===== config.mk =====
export PLATFORM = sky130hd
export DESIGN_NAME = down_timer
export DESIGN_NICKNAME = d
export VERILOG_FILES = /design/src/rtl/down_timer_pkg.sv /design/src/rtl/down_timer_hex_decoder.sv /design/src/rtl/down_timer.sv
export SDC_FILE = /design/constraint.sdc
export NUM_CORES = 1
export LEC_CHECK = 0
export ABC_CLOCK_PERIOD_IN_PS = 4600
export BUFFER_PORTS_ARGS = -buffer_cell sky130_fd_sc_hd__buf_2
export CAP_MARGIN = 10
export CORE_MARGIN = 3
export CORE_UTILIZATION = 30
export DETAILED_ROUTE_END_ITERATION = 6
export HOLD_SLACK_MARGIN = 0.1
export PLACE_DENSITY = 0.48
export REMOVE_ABC_BUFFERS = 1
export SYNTH_ARGS = -nofsm -noshare
export SYNTH_HDL_FRONTEND = slang
export SYNTH_SLANG_ARGS = --single-unit

===== constraint.sdc =====
create_clock -name i_clk -period 4.6 [get_ports i_clk]
set_clock_uncertainty 0.1 [all_clocks]
set_input_delay 0.46 -clock i_clk [delete_from_list [all_inputs] [get_ports i_clk]]
set_output_delay 0.46 -clock i_clk [all_outputs]
set_load 0.03 [all_outputs]

===== src/rtl/down_timer_pkg.sv =====
// Shared lab definitions for the down_timer slice:
// FSM state encodings and active-low 7-segment patterns.
package down_timer_pkg;

    typedef enum logic [1:0] {
        ST_IDLE  = 2'd0,
        ST_RUN   = 2'd1,
        ST_PAUSE = 2'd2,
        ST_DONE  = 2'd3
    } state_e;

    // Segment order {g,f,e,d,c,b,a}, low = lit.
    localparam logic [6:0] SEG_LUT [16] = '{
        7'b1000000, 7'b1111001, 7'b0100100, 7'b0110000,
        7'b0011001, 7'b0010010, 7'b0000010, 7'b1111000,
        7'b0000000, 7'b0010000, 7'b0001000, 7'b0000011,
        7'b1000110, 7'b0100001, 7'b0000110, 7'b0001110
    };

    localparam logic [7:0] Q_ZERO = 8'h00;
    localparam logic [7:0] Q_ONE  = 8'h01;

endpackage


===== src/rtl/down_timer_hex_decoder.sv =====
// Shared hex-to-7-segment decoder (active-low, 0-F).
// Pure combinational lookup.
module hex_decoder
    import down_timer_pkg::*;
(
    input  logic [3:0] i_nibble,
    output logic [6:0] o_seg
);

    assign o_seg = SEG_LUT[i_nibble];

endmodule


===== src/rtl/down_timer.sv =====
// Loadable 8-bit down-counting timer with optional auto-reload,
// expiry pulse and two hex digit outputs.
module down_timer
    import down_timer_pkg::*;
#(
    parameter bit AUTO_RELOAD = 1'b0
) (
    input  logic       i_clk,
    input  logic       i_clear,
    input  logic       i_load,
    input  logic [7:0] i_load_value,
    input  logic       i_start,
    input  logic       i_stop,
    input  logic       i_enable,
    output logic [7:0] o_q,
    output logic       o_done,
    output logic       o_running,
    output logic       o_expired,
    output logic [6:0] o_hex1,
    output logic [6:0] o_hex0
);

    state_e     r_state;
    logic [7:0] r_q;
    logic [7:0] r_r;
    logic       r_done;

    state_e     w_state_nxt;
    logic [7:0] w_q_nxt;
    logic [7:0] w_r_nxt;
    logic       w_done_nxt;

    always_ff @(posedge i_clk) begin
        if (i_clear) begin
            r_state <= ST_IDLE;
            r_q     <= Q_ZERO;
            r_r     <= Q_ZERO;
            r_done  <= 1'b0;
        end else begin
            r_state <= w_state_nxt;
            r_q     <= w_q_nxt;
            r_r     <= w_r_nxt;
            r_done  <= w_done_nxt;
        end
    end

    // Priority below Clear: Load > Stop > Start > Enable.
    always_comb begin
        w_state_nxt = r_state;
        w_q_nxt     = r_q;
        w_r_nxt     = r_r;
        w_done_nxt  = 1'b0;
        if (i_load) begin
            w_state_nxt = ST_IDLE;
            w_q_nxt     = i_load_value;
            w_r_nxt     = i_load_value;
        end else begin
            unique case (r_state)
                ST_RUN: begin
                    if (i_stop) begin
                        w_state_nxt = ST_PAUSE;
                    end else if (i_enable) begin
                        if (r_q > Q_ONE) begin
                            w_q_nxt = r_q - 8'd1;
                        end else if (r_q == Q_ONE) begin
                            w_done_nxt = 1'b1;
                            if (AUTO_RELOAD) begin
                                w_q_nxt = r_r;
                            end else begin
                                w_q_nxt     = Q_ZERO;
                                w_state_nxt = ST_DONE;
                            end
                        end
                    end
                end
                ST_IDLE, ST_PAUSE: begin
                    if (i_start) begin
                        w_state_nxt = (r_q != Q_ZERO) ? ST_RUN : ST_DONE;
                    end
                end
                ST_DONE: begin
                    if (i_start && r_r != Q_ZERO) begin
                        w_q_nxt     = r_r;
                        w_state_nxt = ST_RUN;
                    end
                end
                default: w_state_nxt = ST_IDLE;
            endcase
        end
    end

    always_comb begin
        o_q       = r_q;
        o_done    = r_done;
        o_running = (r_state == ST_RUN);
        o_expired = (r_state == ST_DONE);
    end

    hex_decoder u_hex1 (
        .i_nibble (r_q[7:4]),
        .o_seg    (o_hex1)
    );

    hex_decoder u_hex0 (
        .i_nibble (r_q[3:0]),
        .o_seg    (o_hex0)
    );

endmodule

==> results of run 1 <==
power by group through the flow:
stage          clock [uW]  combinational [uW]  sequential [uW]
3_5_place_dp            0                 249              209
4_1_cts               127                 250              205
3_3_place_gp            0                 251              208
2_1_floorplan           0                 171              214
6_report              123                 248              204
5_1_grt               136                 272              208
final cells by class:
type | instances | area share, %
sequential | 19 | 21.13
inverter | 9 | 1.876
clock buffer | 3 | 2.293
timing repair buffer | 38 | 10.56
clock inverter | 1 | 0.4170
tap | 67 | 4.656
multi-input combinational | 149 | 59.07
logic make-up after synthesis:
| logic type | count (synthesis) | share of synthesized area, % |
|---|---|---|
| and+or+nand+nor | 64 | 22.24 |
| muxes | 14 | 9.902 |
| buffers and inverters | 22 | 6.331 |
| AOI/OAI and AO/OA | 58 | 26.30 |
| adders and majority gates | 13 | 10.55 |
| DFF | 19 | 24.68 |
flip-flops by register name, indices dropped and copies added (netlist names):
register and count:
r_state 2, r_r 8, o_q 8, o_done 1
worst min-delay path by stage:
stage,start,end,cells after the start
4_1_cts,i_stop,r_state[0]$_SDFFE_PP0P_,2
2_1_floorplan,r_r[0]$_SDFFE_PP0P_,r_r[0]$_SDFFE_PP0P_,2
3_3_place_gp,r_r[1]$_SDFFE_PP0P_,r_r[1]$_SDFFE_PP0P_,2
3_5_place_dp,r_r[1]$_SDFFE_PP0P_,r_r[1]$_SDFFE_PP0P_,2
6_report,i_stop,r_state[0]$_SDFFE_PP0P_,2
5_1_grt,i_load_value[2],r_r[2]$_SDFFE_PP0P_,3
routing by layer:
metal	vias to the layer above	wire [um]	track usage, %
li1	752	-	-
met1	671	2012	19.63
met2	41	1710	20.89
met3	2	220	2.436
met4	0	19	2.669
met5	-	0	0
metrics by stage:
step           worst slack, ns  power [uW]  area (sq um)  hold slack, ns
2_1_floorplan            2.190       385.1          1478          0.3842
3_3_place_gp             2.157       459.1          1752          0.4086
3_5_place_dp             2.112       458.2          1752          0.4184
4_1_cts                  2.056       581.9          1800          0.3501
5_1_grt                  1.820       616.2          1800          0.3520
6_report                 2.081       574.9          1800          0.3478
placed cells by master (no fill, tap or decap), types with 4 or more instances in the layout:
cell type  synthesis  layout
ha_1              13      13
buf_2              0      38
o21ai_0            9       9
nand2b_1           6       6
nor2_1            19      19
a21oi_1           20      20
o32ai_1            4       4
nand2_1           10      10
dfxtp_1           19      19
inv_1              9       9
nor3_1             4       4
nor2b_1            7       7
mux2i_1           13      13
worst max-delay path: cells and delay by family, from the launching register on:
kind | cells | cell delay (ns)
adders and majority gates | 1 | 0.32
buffers and inverters | 3 | 0.45
DFF | 1 | 0.50
muxes | 1 | 0.44
==> results.tsv, run 1 <==
metric	value	unit
cts_hold_buf	0	
rrSetupSlack	2.10	ns
detail_route.first_pass.iterations	4	
grt_start_max_net_pins	25	
gp_routability_congestion	0.7249	
hpwl	2.901	mm
fmax	396.9	MHz
via_per_inst	5.126	
cp.arrival	1.96	ns
seqPwrFrac	35.5	%
critPathMaxStageDelay	0.50	ns
ctsLongestPathBuffers	2	
vdd_ir_drop_max	0.00009395	V
syn_to_final_growth	16.80	%
drtIter0Drc	95	
final_util	37.14	%
setup_violations	0	
p_per_area	319.3	nW/um^2
synth_ff_type	dfxtp_1	
start_util	31.79	%
cp_max_fo	10	
avgSynthCellArea	8.113	sq um
antenna_cells	0	
ctsResizeCount	0	
combinationalPowerShare	43.1	%
hold_viol	0	
reg2reg_from	o_q[0]$_SDFFE_PP0P_	
final_cells	286	
clockRootBuffer	clkbuf_8	
yosys-top-cells-area	dfxtp_1, ha_1, mux2i_1	
yosysWarningCount	0	
synth_cell_type_count	46	
core	4848	sq um
netlist.area_leader.share	24.68	%
die_h	77.68	um
min_path_type	in -> reg	
tns	0	ns
antenna_found_initial	0	
crit_path_end_kind	output port	
dieArea	6034	sq um
outcome	finished clean	
rsz0062_at_grt	false	
cts_tree	yes	
crit_path_top_delay_cell	dfxtp_1	
seq_area_frac_synth	24.68	%
drcViolationCount	0	
ios	39	
vias	1466	
grt_overflow	0	
cpMostUsedCell	inv_1	
cts.sinks	19	
final_nets	247	
ant_nets	0	
post-synth-top-count-cell	a21oi_1	
numCtsBuffers	3	
multiInputGateArea	1064	sq um
worst_setup_path_start_kind	register	
drive_gt1_share	22.37	%
netSwitchingFraction	42.92	%
grt_pass1_vias	1452	
post-route-period-util	54.77	%
worst_pin_slew	0.6903	ns
grt_first_pass_wirelength	6.782	mm
portBuffers	38	
leakage	0.0007834	uW
wirelength	3.963	mm
p_clk_share	21.4	%
cts-htree-levels	1	
clk_latency	0.26	ns
required	4.04	ns
crit_type	reg -> out	
clkTransAtPathRegs	0.08	ns
die_w	77.68	um
worstReg2RegEnd	o_q[0]$_SDFFE_PP0P_	
synthCells	190	
synth_common_cells	a21oi_1, dfxtp_1, nor2_1	
row_count	25	
relSlewSlack	53.55	%
critPathLaunch	o_q[0]$_SDFFE_PP0P_	
slew_viol_final	0	
cts_setup_buffers	0	
fillers	519	
reg2regPathDepth	7	
track_usage	13.55	%
period_needed	2.519	ns
synth_edf_count	0	
synth_top_area_cell	dfxtp_1	
crit_chain	inv_1 > ha_1 > inv_1 > mux4_2 > buf_2	
maxCapViolCount	0	
crit_end	o_hex0[3]	
synth_area	1541	sq um
dpl.cell_count	282	
routedWlPerCell	13.86	um
synth_seq_cells	19	
switchingPower	246.7	uW
async_reset_ff_share	0	%
seq_area	380.4	sq um
power.internal	328.1	uW
Note: power is estimated with default switching activity, not from simulation.
==> inputs of run 2 (changes only) <==
--- a/config.mk
+++ b/config.mk
@@ -5,14 +5,14 @@
 export SDC_FILE = /design/constraint.sdc
 export NUM_CORES = 1
 export LEC_CHECK = 0
-export ABC_CLOCK_PERIOD_IN_PS = 4600
+export ABC_CLOCK_PERIOD_IN_PS = 2000
 export BUFFER_PORTS_ARGS = -buffer_cell sky130_fd_sc_hd__buf_2
 export CAP_MARGIN = 10
 export CORE_MARGIN = 3
 export CORE_UTILIZATION = 30
 export DETAILED_ROUTE_END_ITERATION = 6
 export HOLD_SLACK_MARGIN = 0.1
-export PLACE_DENSITY = 0.48
+export PLACE_DENSITY = 0.5
 export REMOVE_ABC_BUFFERS = 1
 export SYNTH_ARGS = -nofsm -noshare
 export SYNTH_HDL_FRONTEND = slang
==> constraint.sdc (replaced) <==
create_clock -name i_clk -period 2 [get_ports i_clk]
set_clock_uncertainty 0.1 [all_clocks]
set_input_delay 0.2 -clock i_clk [delete_from_list [all_inputs] [get_ports i_clk]]
set_output_delay 0.2 -clock i_clk [all_outputs]
set_load 0.03 [all_outputs]
==> results.tsv, run 2 (same netlist as run 1, synthesis figures left out) <==
metric	value	unit	change
dpl_cell_area	1954	sq um	+12%
multiInputGateArea	1222	sq um	+15%
antenna_found_initial	0		unchanged
start_util	31.79	%	unchanged
outcome	complete, but fails checks		
clkTransAtPathRegs	0.08	ns	about the same
routedWlPerCell	13.98	um	+0.86%
vdd_ir_drop_max	0.0003982	V	+320%
whs_path_depth	2		unchanged
violations	negative setup slack		
dieArea	6034	sq um	unchanged
rrSetupSlack	-0.008	ns	-2.11 ns
worst_setup_path_start_kind	register		
final_nets	290		+17%
period_needed	2.008	ns	
maxCapViolCount	0		unchanged
fmax	498.1	MHz	
post-route-period-util	100.4	%	
crit_type	reg -> reg		
p_per_area	677.0	nW/um^2	+110%
final_common_cell	buf_2		
via_per_inst	5.091		-0.68%
detail_route.first_pass.iterations	4		unchanged
worstReg2RegEnd	o_q[3]$_SDFFE_PP0P_		
seq_area	382.9	sq um	+0.66%
numCtsBuffers	3		unchanged
die_w	77.68	um	unchanged
reg2regPathDepth	8		+1
ios	39		unchanged
wirelength	4.598	mm	+16%
ant_nets	0		unchanged
grt_first_pass_wirelength	7.555	mm	+11%
antenna_cells	0		unchanged
die_h	77.68	um	unchanged
cp_max_fo	5		-5
slew_viol_final	0		unchanged
cts_tree	yes		
drive_gt1_share	40.08	%	+18 points
core	4848	sq um	unchanged
cts.sinks	19		unchanged
most-common-layout-cells	buf_2, buf_4, nor2_1, dfxtp_1		
drtIter0Drc	94		-1.1%
cp.arrival	2.05	ns	+0.09 ns
grt_start_max_net_pins	25		unchanged
min_from	i_load		
required	2.04	ns	-2.00 ns
hpwl	3.175	mm	+9.5%
layout_setup_ws	-0.007682	ns	-2.088 ns
grt_pass1_vias	1557		+7.2%
ctsLongestPathBuffers	2		unchanged
fillers	484		-6.7%
min_to	r_state[1]$_SDFFE_PP0P_		
min_path_type	in -> reg		
hold_viol	0		unchanged
row_count	25		unchanged
portBuffers	38		unchanged
grt_overflow	0		unchanged
rsz0062_at_grt	true		
setup_violations	1		+1
leakage	0.0009999	uW	+28%
gp_routability_congestion	0.7793		+7.5%
track_usage	15.26	%	+1.7 points
final_util	48.10	%	+11 points
crit_path_end_kind	register		
worst_pin_slew	0.4687	ns	-0.2217 ns
drcViolationCount	0		unchanged
clk_latency	0.27	ns	about the same
clockRootBuffer	clkbuf_8		
cts-htree-levels	1		unchanged
syn_to_final_growth	51.30	%	
postLayoutCellArea	2332	sq um	+30%
relSlewSlack	68.47	%	+15 points
reg2reg_from	o_q[1]$_SDFFE_PP0P_		
vias	1675		+14%
==> run 2: per-layer routing <==
metal  share of wire, %  GRT usage [%]  vias up
li1                   -              -      849
met5                  0              0        -
met1                 48          21.16      781
met2                 46          24.74       41
met4               0.50          2.135        0
met3                5.0          3.248        4
==> run 2: metrics by stage <==
step | hold slack (ns) | instances | setup slack (ns) | total power, uW | TNS [ns]
2_1_floorplan | 0.1691 | 177 | -0.3767 | 885.7 | -2.900
3_3_place_gp | 0.3545 | 309 | -0.005356 | 1143 | -0.005356
3_5_place_dp | 0.3501 | 309 | -0.07292 | 1142 | -0.2341
4_1_cts | 0.1115 | 325 | 0.006504 | 1502 | 0
5_1_grt | 0.1214 | 329 | -0.1226 | 1683 | -0.4155
6_report | 0.1119 | 329 | -0.007682 | 1579 | -0.007682
==> run 2: worst max-delay path by stage <==
| stage | start | endpoint | slack (ns) |
|---|---|---|---|
| 2_1_floorplan | o_q[0]$_SDFFE_PP0P_ | o_q[0]$_SDFFE_PP0P_ | -0.38 |
| 3_3_place_gp | o_q[0]$_SDFFE_PP0P_ | o_q[1]$_SDFFE_PP0P_ | -0.005 |
| 3_5_place_dp | o_q[0]$_SDFFE_PP0P_ | o_q[0]$_SDFFE_PP0P_ | -0.07 |
| 4_1_cts | o_q[1]$_SDFFE_PP0P_ | o_hex0[3] | 0.007 |
| 5_1_grt | o_q[1]$_SDFFE_PP0P_ | o_q[3]$_SDFFE_PP0P_ | -0.12 |
| 6_report | o_q[1]$_SDFFE_PP0P_ | o_q[3]$_SDFFE_PP0P_ | -0.008 |
==> run 2: area by class of cell <==
cell class / count / share of cell area [%]
clock inverters: 1 / 0.3219
clock buffers: 3 / 1.770
inverters: 9 / 1.448
well taps: 67 / 3.594
multi-input cells: 150 / 52.41
flip-flops and latches: 19 / 16.42
repair buffers: 80 / 24.03
==> run 2: where the power goes <==
| group | total, uW | internal, uW | switching, uW |
|---|---|---|---|
| logic | 863 | 376 | 487 |
| clock network | 290 | 141 | 149 |
| registers | 426 | 406 | 20.0 |
| total | 1580 | 923 | 656 |
==> run 2: worst max-delay path, cell delays in order, from the launching register on <==
cell	delay [ns]
dfxtp_2	0.33
inv_2	0.07
ha_4	0.13
or3b_4	0.39
a211oi_4	0.21
buf_6	0.16
nor2_4	0.06
a222oi_1	0.32
o32ai_1	0.12
==> run 2: what timing repair did <==
action | in CTS | in global routing
pin swaps | 5 | 8
hold buffers | 9 | 0
endpoints found under the setup margin | 10 | 14
resized for setup | 14 | 28
gates cloned | 1 | 0
buffers inserted | 2 | 4
endpoints found under the hold margin | 9 | 0
==> inputs of run 3 (changes only) <==
--- a/config.mk
+++ b/config.mk
@@ -5,6 +5,7 @@
 export SDC_FILE = /design/constraint.sdc
 export NUM_CORES = 1
 export LEC_CHECK = 0
+export ABC_AREA = 1
 export ABC_CLOCK_PERIOD_IN_PS = 2000
 export BUFFER_PORTS_ARGS = -buffer_cell sky130_fd_sc_hd__buf_2
 export CAP_MARGIN = 10
==> results.tsv, run 3 <==
metric	value	unit	change
worst_setup_path_start_kind	register		
relSlewSlack	74.35	%	+5.9 points
dieArea	6256	sq um	+3.7%
reg2regPathDepth	8		unchanged
row_count	25		unchanged
synthCells	250		+32%
core	4942	sq um	+1.9%
required	1.70	ns	-0.34 ns
ant_nets	0		unchanged
cp.arrival	1.54	ns	-0.51 ns
synth_cell_type_count	29		-37%
crit_type	reg -> out		
postLayoutCellArea	2004	sq um	-14%
die_w	79.10	um	+1.8%
cp_max_fo	7		+2
syn_to_final_growth	25.06	%	
whs_path_depth	3		+1
hpwl	3.675	mm	+16%
cts-htree-levels	1		unchanged
fillers	592		+22%
slew_viol_final	0		unchanged
track_usage	15.19	%	-0.063 points
seq_area	381.6	sq um	-0.33%
path_buf_inv	4		+2
final_common_cell	nand2_1		
detail_route.first_pass.iterations	4		unchanged
clk_latency	0.26	ns	about the same
post-route-period-util	92.13	%	-8.3 points
ctsLongestPathBuffers	2		unchanged
grt_first_pass_wirelength	7.790	mm	+3.1%
die_h	79.10	um	+1.8%
synth_top_area_cell	dfxtp_1		
dpl_cell_area	1924	sq um	-1.5%
ios	39		unchanged
cts_setup_buffers	0		-2
synth_common_cells	nand2_1, nor2_1, nand3_1		
yosys-top-cells-area	dfxtp_1, nand2_1, ha_1		
antenna_found_initial	0		unchanged
cts_tree	yes		
p_total	1358	uW	-14%
final_nets	329		+13%
wirelength	4.545	mm	-1.2%
final_util	40.56	%	-7.5 points
critPathMaxStageDelay	0.35	ns	-0.04 ns
seq_area_frac_synth	23.73	%	-0.94 points
clockRootBuffer	clkbuf_8		
period_needed	1.843	ns	-0.1652 ns
via_per_inst	4.943		-2.9%
vdd_ir_drop_max	0.0002583	V	-35%
crit_path_top_delay_cell	dfxtp_1		
drtIter0Drc	64		-32%
synth_ff_type	dfxtp_1		
leakage	0.001004	uW	+0.41%
multiInputGateArea	1079	sq um	-12%
async_reset_ff_share	0	%	unchanged
vias	1819		+8.6%
clkTransAtPathRegs	0.08	ns	about the same
outcome	finished clean		
post-synth-top-count-cell	nand2_1		
start_util	32.43	%	+0.64 points
gp_routability_congestion	0.8220		+5.5%
p_per_area	677.6	nW/um^2	about the same
crit_path_end_kind	output port		
grt_overflow	0		unchanged
numCtsBuffers	3		unchanged
hold_viol	0		unchanged
timing.hold.ws	0.1114	ns	-0.0005840 ns
most-common-layout-cells	nand2_1, buf_2, nor2_1, nand3_1, inv_1		
crit_chain	inv_1 > buf_4 > ha_1 > inv_1 > o21ai_0 > nand2_1 > o211ai_1 > buf_2		
synth_seq_cells	19		unchanged
maxCapViolCount	0		unchanged
synth_area	1603	sq um	+4.0%
cp_top_family	buffers and inverters		
portBuffers	38		unchanged
drcViolationCount	0		unchanged
rsz0062_at_grt	false		
cpMostUsedCell	inv_1		
critical_path_depth	8		unchanged
avgSynthCellArea	6.411	sq um	-21%
netlist.area_leader.share	23.73	%	-0.94 points
min_path_type	in -> reg		
synth_edf_count	0		unchanged
worst_pin_slew	0.3815	ns	-0.08711 ns
grt_start_max_net_pins	13		-48%
setup_violations	0		-1
yosysWarningCount	0		unchanged
grt_pass1_vias	1723		+11%
antenna_cells	0		unchanged
cts.sinks	19		unchanged
fmax	542.7	MHz	+9.0%
routedWlPerCell	12.35	um	-12%
drive_gt1_share	21.59	%	-18 points
run 3: changes by cell type after synthesis, sizes merged, moves of 4 or more:
cell    delta
a21oi     -10
nand2b     -6
nand2     +62
clkbuf     -6
o32ai      -4
o211ai     +5
inv       +14
nor2b      -7
nor3       -4
nor2      +19
mux2i     -13
o21a       +5
nand3     +32
run 3: cell type report:
class / instances / area share [%]
Multi-Input combinational cell: 200 / 53.81
Sequential cell: 19 / 19.04
Timing Repair Buffer: 55 / 16.23
Inverter: 23 / 4.307
Tap cell: 67 / 4.182
Clock buffer: 3 / 2.060
Clock inverter: 1 / 0.3745
run 3: tightest hold or removal path: stages:
cell,delay (ns)
buf_2,0.09
nand2_1,0.07
a21oi_1,0.06
run 3: cell families (layout without fill, tap and decap cells):
logic type / after synthesis / in the layout / synth area share, %
AND/OR/NAND/NOR: 146 / 146 / 39.74
flip-flops: 19 / 19 / 23.73
buffers and inverters: 31 / 82 / 8.977
adder cells (fa/ha/maj): 13 / 13 / 10.15
XOR/XNOR: 2 / 2 / 1.093
AO/OA/AOI/OAI: 39 / 39 / 16.32
run 3: repair_timing:
item,4_1_cts,5_1_grt
hold buffers,3,0
gates resized for setup,0,1
hold endpoints to repair,4,0
endpoints found under the setup margin,0,1
run 3: path summary, 6_finish.rpt:
kind,from,end,slack (ns)
hold / removal,i_load_value[4],r_r[4]$_SDFFE_PP0P_,0.11
setup reg to reg,o_q[1]$_SDFFE_PP0P_,o_q[0]$_SDFFE_PP0P_,0.24
hold reg to reg,r_r[3]$_SDFFE_PP0P_,r_r[3]$_SDFFE_PP0P_,0.38
setup / recovery,o_q[0]$_SDFFE_PP0P_,o_hex0[3],0.16
run 3: metal layers:
metal / routed length [um] / track usage (%)
met1: 2147 / 19.60
met2: 2168 / 26.26
met3: 175 / 2.834
met4: 53 / 3.265
met5: 0 / 0
run 3: stage by stage:
| stage | setup WS (ns) | setup TNS (ns) | std cells |
|---|---|---|---|
| after detailed placement | 0.2064 | 0 | 361 |
| final | 0.1575 | 0 | 368 |
| after floorplan | -0.004094 | -0.004094 | 242 |
| after CTS | 0.1197 | 0 | 368 |
| after global placement | 0.2471 | 0 | 361 |
| after global routing | 0.02241 | 0 | 368 |
run 3: report_power, final:
part / switching, uW / internal [uW] / total, uW
logic: 425 / 214 / 639
clock network: 147 / 141 / 288
registers: 25.4 / 406 / 431
